`src/rtl/dtc_dadd_accum.sv`:
```
// dtc_dadd_accum
// ----------------------------------------------------------------------------
// Per-address accumulator fed by the DTC local agent write-beat stream.
// Each beat is address-checked, buffered in a small FIFO and added into one
// of DEPTH saturating 32-bit accumulators. Software reads accumulators through
// a read-and-clear port. A flush drains the FIFO and zeroes the whole bank.
// The input side has no backpressure: beats that cannot be buffered are
// dropped and counted.
//
// Ports:
//   clk           sole clock, posedge
//   reset_n       asynchronous active-low reset
//   dadd_in_en    beat valid (one beat per cycle)
//   dadd_in_addr  target byte address of the beat
//   dadd_in       unsigned addend
//   rd_req        read-and-clear request pulse
//   rd_idx        accumulator index to read
//   rd_vld        rd_data valid, one-cycle pulse
//   rd_data       accumulator value captured by the read
//   flush         start drain-and-clear
//   flush_busy    flush in progress
//   flush_done    one-cycle flush completion pulse
//   fifo_level    current FIFO occupancy
//   ovf_err       sticky: a beat was dropped
//   sat_err       sticky: an accumulator saturated
//   drop_cnt      saturating count of dropped beats
//   addr_err_cnt  saturating count of bad-address beats
//   err_clr       clears ovf_err, sat_err, drop_cnt, addr_err_cnt
// ----------------------------------------------------------------------------
module dtc_dadd_accum #(
    parameter int          DEPTH      = 16,
    parameter int          FIFO_DEPTH = 8,
    parameter logic [31:0] BASE_ADDR  = 32'h0000_1000,
    localparam int         IW         = $clog2(DEPTH),
    localparam int         FW         = $clog2(FIFO_DEPTH),
    localparam int         LW         = FW + 1
) (
    input  logic          clk,
    input  logic          reset_n,
    input  logic          dadd_in_en,
    input  logic [31:0]   dadd_in_addr,
    input  logic [31:0]   dadd_in,
    input  logic          rd_req,
    input  logic [IW-1:0] rd_idx,
    output logic          rd_vld,
    output logic [31:0]   rd_data,
    input  logic          flush,
    output logic          flush_busy,
    output logic          flush_done,
    output logic [LW-1:0] fifo_level,
    output logic          ovf_err,
    output logic          sat_err,
    output logic [15:0]   drop_cnt,
    output logic [15:0]   addr_err_cnt,
    input  logic          err_clr
);

    localparam int          EW   = IW + 32;
    localparam logic [32:0] SPAN = 33'(4 * DEPTH);

    typedef enum logic [1:0] {
        ST_IDLE  = 2'd0,
        ST_RUN   = 2'd1,
        ST_DRAIN = 2'd2,
        ST_CLEAR = 2'd3
    } state_t;

    // Saturating 16-bit increment for the error counters.
    function automatic logic [15:0] sat_inc16(input logic [15:0] v);
        if (v == 16'hFFFF) begin
            return v;
        end else begin
            return v + 16'd1;
        end
    endfunction

    // ---------------------------------------------------------------- state
    state_t            state_r;
    state_t            state_nxt_s;
    logic [EW-1:0]     fifo_mem_r [FIFO_DEPTH];
    logic [FW-1:0]     wr_ptr_r;
    logic [FW-1:0]     rd_ptr_r;
    logic [LW-1:0]     count_r;
    logic [31:0]       acc_r [DEPTH];
    logic [IW-1:0]     clr_idx_r;

    logic              rd_vld_r;
    logic [31:0]       rd_data_r;
    logic              busy_r;
    logic              done_r;
    logic              ovf_err_r;
    logic              sat_err_r;
    logic [15:0]       drop_cnt_r;
    logic [15:0]       addr_err_cnt_r;

    // ------------------------------------------------------------- datapath
    logic [32:0]       off_s;
    logic              addr_ok_s;
    logic [IW-1:0]     beat_idx_s;
    logic              push_req_s;
    logic              push_s;
    logic              drop_s;
    logic              addr_bad_s;
    logic              full_s;
    logic              pop_s;
    logic              rd_acc_s;
    logic              done_s;
    logic [IW-1:0]     head_idx_s;
    logic [31:0]       head_data_s;
    logic [32:0]       sum_s;
    logic              acc_we_s;
    logic [IW-1:0]     acc_wi_s;
    logic [31:0]       acc_wd_s;
    logic              sat_s;

    // Address decode: word-aligned and inside the accumulator window.
    // The subtraction is done in 33 bits so an address below BASE_ADDR shows
    // up as a borrow instead of wrapping into the window.
    always_comb begin
        off_s      = {1'b0, dadd_in_addr} - {1'b0, BASE_ADDR};
        addr_ok_s  = (dadd_in_addr[1:0] == 2'b00) && !off_s[32] && (off_s < SPAN);
        beat_idx_s = off_s[IW+1:2];
        full_s     = (count_r == LW'(FIFO_DEPTH));
        push_req_s = dadd_in_en && addr_ok_s;
        addr_bad_s = dadd_in_en && !addr_ok_s;
        // Fullness is judged on the registered count: a same-cycle pop
        // does not make room for the incoming beat.
        push_s     = push_req_s && !full_s && !busy_r;
        drop_s     = push_req_s && (full_s || busy_r);
    end

    // FIFO head and its 33-bit sum against the target accumulator.
    always_comb begin
        head_idx_s  = fifo_mem_r[rd_ptr_r][EW-1:32];
        head_data_s = fifo_mem_r[rd_ptr_r][31:0];
        sum_s       = {1'b0, acc_r[head_idx_s]} + {1'b0, head_data_s};
    end

    // FSM next-state, pop and read-accept decisions.
    always_comb begin
        state_nxt_s = state_r;
        pop_s       = 1'b0;
        rd_acc_s    = 1'b0;
        done_s      = 1'b0;
        case (state_r)
            ST_IDLE: begin
                rd_acc_s = rd_req;
                if (flush) begin
                    // Nothing buffered and nothing arriving: skip DRAIN.
                    if ((count_r == LW'(0)) && !push_s) begin
                        state_nxt_s = ST_CLEAR;
                    end else begin
                        state_nxt_s = ST_DRAIN;
                    end
                end else if (push_s) begin
                    state_nxt_s = ST_RUN;
                end else begin
                    state_nxt_s = ST_IDLE;
                end
            end
            ST_RUN: begin
                rd_acc_s = rd_req;
                if (flush) begin
                    // The flush edge itself does not pop; DRAIN pops all.
                    if ((count_r == LW'(0)) && !push_s) begin
                        state_nxt_s = ST_CLEAR;
                    end else begin
                        state_nxt_s = ST_DRAIN;
                    end
                end else begin
                    // A read takes the accumulator port, so it stalls the pop.
                    if (!rd_req && (count_r != LW'(0))) begin
                        pop_s = 1'b1;
                    end else begin
                        pop_s = 1'b0;
                    end
                    if (!push_s && ((count_r == LW'(0)) ||
                                    (pop_s && (count_r == LW'(1))))) begin
                        state_nxt_s = ST_IDLE;
                    end else begin
                        state_nxt_s = ST_RUN;
                    end
                end
            end
            ST_DRAIN: begin
                if (count_r != LW'(0)) begin
                    pop_s = 1'b1;
                end else begin
                    pop_s = 1'b0;
                end
                if (count_r <= LW'(1)) begin
                    state_nxt_s = ST_CLEAR;
                end else begin
                    state_nxt_s = ST_DRAIN;
                end
            end
            ST_CLEAR: begin
                if (clr_idx_r == IW'(DEPTH - 1)) begin
                    done_s      = 1'b1;
                    state_nxt_s = ST_IDLE;
                end else begin
                    state_nxt_s = ST_CLEAR;
                end
            end
            default: begin
                state_nxt_s = ST_IDLE;
            end
        endcase
    end

    // Single accumulator write port: bank clear, read-clear, or accumulate.
    always_comb begin
        acc_we_s = 1'b0;
        acc_wi_s = '0;
        acc_wd_s = 32'd0;
        sat_s    = 1'b0;
        if (state_r == ST_CLEAR) begin
            acc_we_s = 1'b1;
            acc_wi_s = clr_idx_r;
        end else if (rd_acc_s) begin
            acc_we_s = 1'b1;
            acc_wi_s = rd_idx;
        end else if (pop_s) begin
            acc_we_s = 1'b1;
            acc_wi_s = head_idx_s;
            sat_s    = sum_s[32];
            if (sum_s[32]) begin
                acc_wd_s = 32'hFFFF_FFFF;
            end else begin
                acc_wd_s = sum_s[31:0];
            end
        end else begin
            acc_we_s = 1'b0;
        end
    end

    // FSM state register and clear-index counter.
    always_ff @(posedge clk or negedge reset_n) begin
        if (!reset_n) begin
            state_r   <= ST_IDLE;
            clr_idx_r <= '0;
        end else begin
            state_r <= state_nxt_s;
            if (state_r == ST_CLEAR) begin
                clr_idx_r <= clr_idx_r + IW'(1);
            end else begin
                clr_idx_r <= '0;
            end
        end
    end

    // Input FIFO storage, pointers and occupancy.
    always_ff @(posedge clk or negedge reset_n) begin
        if (!reset_n) begin
            for (int i = 0; i < FIFO_DEPTH; i++) begin
                fifo_mem_r[i] <= '0;
            end
            wr_ptr_r <= '0;
            rd_ptr_r <= '0;
            count_r  <= '0;
        end else begin
            if (push_s) begin
                fifo_mem_r[wr_ptr_r] <= {beat_idx_s, dadd_in};
                wr_ptr_r             <= wr_ptr_r + FW'(1);
            end
            if (pop_s) begin
                rd_ptr_r <= rd_ptr_r + FW'(1);
            end
            case ({push_s, pop_s})
                2'b10:   count_r <= count_r + LW'(1);
                2'b01:   count_r <= count_r - LW'(1);
                default: count_r <= count_r;
            endcase
        end
    end

    // Accumulator bank.
    always_ff @(posedge clk or negedge reset_n) begin
        if (!reset_n) begin
            for (int i = 0; i < DEPTH; i++) begin
                acc_r[i] <= 32'd0;
            end
        end else if (acc_we_s) begin
            acc_r[acc_wi_s] <= acc_wd_s;
        end
    end

    // Read port and flush status outputs.
    always_ff @(posedge clk or negedge reset_n) begin
        if (!reset_n) begin
            rd_vld_r  <= 1'b0;
            rd_data_r <= 32'd0;
            busy_r    <= 1'b0;
            done_r    <= 1'b0;
        end else begin
            rd_vld_r <= rd_acc_s;
            if (rd_acc_s) begin
                rd_data_r <= acc_r[rd_idx];
            end
            busy_r <= (state_nxt_s == ST_DRAIN) || (state_nxt_s == ST_CLEAR);
            done_r <= done_s;
        end
    end

    // Sticky error flags and saturating error counters; err_clr wins.
    always_ff @(posedge clk or negedge reset_n) begin
        if (!reset_n) begin
            ovf_err_r      <= 1'b0;
            sat_err_r      <= 1'b0;
            drop_cnt_r     <= 16'd0;
            addr_err_cnt_r <= 16'd0;
        end else if (err_clr) begin
            ovf_err_r      <= 1'b0;
            sat_err_r      <= 1'b0;
            drop_cnt_r     <= 16'd0;
            addr_err_cnt_r <= 16'd0;
        end else begin
            if (drop_s) begin
                ovf_err_r  <= 1'b1;
                drop_cnt_r <= sat_inc16(drop_cnt_r);
            end
            if (addr_bad_s) begin
                addr_err_cnt_r <= sat_inc16(addr_err_cnt_r);
            end
            if (sat_s) begin
                sat_err_r <= 1'b1;
            end
        end
    end

    assign rd_vld       = rd_vld_r;
    assign rd_data      = rd_data_r;
    assign flush_busy   = busy_r;
    assign flush_done   = done_r;
    assign fifo_level   = count_r;
    assign ovf_err      = ovf_err_r;
    assign sat_err      = sat_err_r;
    assign drop_cnt     = drop_cnt_r;
    assign addr_err_cnt = addr_err_cnt_r;

endmodule

```
`config.mk`:
```
export PLATFORM = sky130hd
export DESIGN_NAME = dtc_dadd_accum
export DESIGN_NICKNAME = d
export VERILOG_FILES = /design/src/rtl/dtc_dadd_accum.sv
export SDC_FILE = /design/constraint.sdc
export NUM_CORES = 2
export LEC_CHECK = 0
export CAP_MARGIN = 20
export CORE_MARGIN = 2
export CORE_UTILIZATION = 56
export DETAILED_ROUTE_END_ITERATION = 16
export GPL_ROUTABILITY_DRIVEN = 0
export GPL_TIMING_DRIVEN = 0
export PLACE_DENSITY_LB_ADDON = 0.3
export SLEW_MARGIN = 20
export SYNTH_ARGS = -nofsm -noshare
export SYNTH_HDL_FRONTEND = slang
export SYNTH_SLANG_ARGS = --single-unit
```
`constraint.sdc`:
```
create_clock -name clk -period 5.82 [get_ports clk]
set_input_delay 0.873 -clock clk [delete_from_list [all_inputs] [get_ports clk]]
set_output_delay 0.873 -clock clk [all_outputs]
set_load 0.005 [all_outputs]
```
==> results by group <==
Run status
  • Run status: finished with violations
  • Failing checks: setup timing

Yosys
  • Simple-gate share of the synthesized area: 0.125
  • Cell count after synthesis: 4335
  • Synthesized area per cell: approximately 11 sq um
  • Post-synthesis sequential area ratio: 0.476
  • Flops & latches, synth: about 880
  • Yosys cell types: 73
  • Adder-Cell Fraction of Synth Area: 0.0128
  • Post-synth ARST share: 1.00
  • Cell Area, Synth: 46500 sq um
  • Post-synthesis mux area share: 0.211
  • Ys Warns: 0
  • Post-synth EDFFs: 0
  • Synth Net Count: 4456
  • Largest family of logic cells by synthesized area: multiplexers
  • Compound-cell area share of the yosys netlist: 0.131
  • Top_reg_cell synth: dfrtp_1
  • Synth Area in XOR/XNOR: 0.0113

Finish
  • Layout Utilization: 0.665
  • NumNets Final: 4730
  • Most common cell after layout, fill and taps aside: nand2_1
  • Area added between synthesis and finish: 17.6%
  • Share of layout cells above drive strength 1: 0.246
  • Commonest cells after routing, fill and taps aside: 932 x nand2_1, 883 x dfrtp_1, 428 x o21ai_0

Critical path
  • WP depth: 20
  • CP delay by family, top: compound AO/OA/AOI/OAI gates
  • CP Launch Type: flop
  • Reg2Reg Setup Slack: -0.03 ns
  • Slowest cell delay on critical path: 0.53 ns
  • Crit path buf inv count: 6
  • Crit-path cells: clkbuf_16 > mux4_2 > mux2i_4 > clkbuf_4 > buf_2 > a311oi_1 > a21oi_1 > a21oi_1 > ha_1 > a211oi_1 > nor2b_1 > nor3_2 > buf_4 > buf_4 > o22ai_1 > or3_1 > xnor2_1 > a21oi_2 > clkbuf_2 > mux2_2
  • Setup Crit Path Kind: flop to flop
  • Slowest CP cell: mux4_2
  • Setup crit end kind: flop
  • Crit Path Max Fanout: 10
  • CP Data Required Time: around 6.4 ns
  • Worst flop-to-flop path endpoint: acc_r[468]
  • Reg2reg start: rd_ptr_r[1]
  • WP data arrival: 6.47 ns
  • R2R depth: 20

Die
  • Full die area: about 85000 sq um
  • # IOs: 147
  • Core Rows: ~110
  • Core box area: 82100 sq um
  • Initial Util: 0.566
  • Die height: 292 um
  • Die width: 292 um

Clock network
  • Clk Latency, worst-skew pair: 0.69 ns
  • H-tree lvl count: 3
  • Worst-path clk slew: 0.06 ns
  • Hold buffers post-CTS: 0
  • Clk buf depth: 3
  • Sink Count: approximately 880
  • CTS tree: yes
  • Clk Tree Root Cell: clkbuf_16
  • Number of buffers created by CTS: 95

Pwr
  • VDD IR-drop max: 0.231 mV
  • Leakage dissipation: 24.2 nW
  • Pwr/cell area: 285 nW/um^2

STA
  • Layout Skew: 0.0265 ns
  • Setup WS post-layout: -0.0294 ns
  • Final worst-path cycle share: 1.01
  • FMAX: 0.171 GHz
  • Final setup vio count: 25
  • RSZ-0062 raised after global routing: true
  • Rel. slew slack: 0.152
  • Setup TNS: -0.307 ns
  • Final slew viol count: 0
  • Fin crit period: 5.85 ns
  • Hold Fails Final Rpt: 0
  • Measured slew at the worst slew-check pin: 1.26 ns

Global routing
  • Number of global-route vias before repair: 39416
  • Initial antenna violation count: 3
  • Total grt overflow: 0
  • Largest net degree at the start of global routing: 139
  • Tot GR Track Use: 0.375
  • First-pass GRT wire length: around 240000 um

Drt
  • Routed wire length: 160000 um
  • Vias after detailed routing: between 30000 and 40000
  • WL per Instance: 27.8 um
  • Drt pass-1 iters: 14
  • DRC: 0
  • ANT nets after route: 0
  • Drt via density: 6.83
  • Initial drt markers: 4886

Placement
  • Post-DP HPWL: about 110000 um
  • Port bufs: 142

Hold path
  • Hold WC Path Type: input pin to async pin

Run
  • Number of max-cap violations: 0
## cell usage after synthesis, types with 14 or more instances
| cell | count | area share |
|---|---|---|
| a211oi_1 | 165 | 0.027 |
| a21o_1 | 15 | 0.0024 |
| a21oi_1 | 147 | 0.016 |
| a311oi_1 | 65 | 0.012 |
| a31oi_1 | 74 | 0.010 |
| and2_1 | 141 | 0.019 |
| buf_1 | 37 | 0.0030 |
| buf_2 | 14 | 0.0015 |
| clkbuf_1 | 295 | 0.024 |
| dfrtp_1 | 884 | 0.48 |
| ha_1 | 46 | 0.012 |
| inv_1 | 25 | 0.0020 |
| mux2_1 | 16 | 0.0039 |
| mux2_2 | 326 | 0.079 |
| mux2_4 | 45 | 0.015 |
| mux4_2 | 232 | 0.11 |
| nand2_1 | 935 | 0.076 |
| nand2b_1 | 15 | 0.0020 |
| nand3_1 | 38 | 0.0041 |
| nand4_1 | 22 | 0.0030 |
| nor2_1 | 96 | 0.0078 |
| nor3_1 | 16 | 0.0017 |
| nor4_1 | 15 | 0.0020 |
| o21ai_0 | 449 | 0.048 |
| o221a_2 | 16 | 0.0039 |
| xnor2_1 | 40 | 0.0075 |
| xor2_1 | 20 | 0.0038 |
## power breakdown
part           internal (mW)  switching, mW  total (mW)
logic                  0.943           1.90        2.84
clock network           3.64           2.61        6.24
registers               6.31          0.160        6.47
total                   10.9           4.67        15.6
## layer usage
layer,up-vias,global-route usage,part of all wire,wire (um)
met4,4,0.215,0.070,11200
met5,-,0,0.00086,138
met3,799,0.132,0.13,20700
met1,19412,0.467,0.35,56500
li1,16217,-,-,-
met2,2852,0.571,0.45,71500
## layout make-up
cell class	instances	area (sq um)
Sequential cell	884	22100
Antenna cell	2	5.00
Tap cell	1070	1340
Timing Repair Buffer	190	2020
Inverter	29	109
Fill cell	5986	27500
Buffer	339	1950
Clock buffer	132	2780
Clock inverter	36	397
Multi-Input combinational cell	3070	23900
## timing repair
| action | in CTS | in global routing |
|---|---|---|
| cloned | 5 | 2 |
| endpoints found under the setup margin | 513 | 510 |
| buffers inserted | 16 | 18 |
| pin swaps | 24 | 29 |
| gates resized for setup | 372 | 124 |
## per-stage QoR
stage | hold WS, ns | instance area, sq um | instances | total power [mW] | setup WS (ns)
2_1_floorplan | 0.455 | 46500 | 4335 | 8.01 | 0.0278
3_3_place_gp | 0.460 | 49200 | 5547 | 9.06 | -36.04
3_5_place_dp | 0.462 | 49500 | 5555 | 9.13 | -3.51
4_1_cts | 0.0767 | 54000 | 5733 | 15.4 | -0.00212
5_1_grt | 0.0913 | 54600 | 5751 | 15.9 | -0.0421
6_report | 0.0755 | 54600 | 5752 | 15.6 | -0.0294
## worst max path at each step
stage | start | end | slack, ns
2_1_floorplan | rd_ptr_r[1] | acc_r[206] | 0.03
3_3_place_gp | reset_n | fifo_mem_r[162] | -36.04
3_5_place_dp | rd_ptr_r[2] | acc_r[366] | -3.51
4_1_cts | rd_ptr_r[1] | acc_r[348] | -0.002
5_1_grt | rd_ptr_r[1] | acc_r[316] | -0.04
6_report | rd_ptr_r[1] | acc_r[468] | -0.03
## state kept, by name (all words and copies together), names as in the netlist, 3 cells and up
name          count
clr_idx_r         4
drop_cnt         16
acc_r           512
fifo_mem_r      288
rd_ptr_r          3
fifo_level        4
rd_data          32
addr_err_cnt     16
wr_ptr_r          3
## cell families after synthesis
family                   Yosys count
AND/OR/NAND/NOR                 1340
XOR/XNOR                          60
buffers and inverters            382
multiplexers                     626
flip-flops                       884
adder cells (fa/ha/maj)           47
AO/OA/AOI/OAI                    996
(Power assumes the default switching activity.)
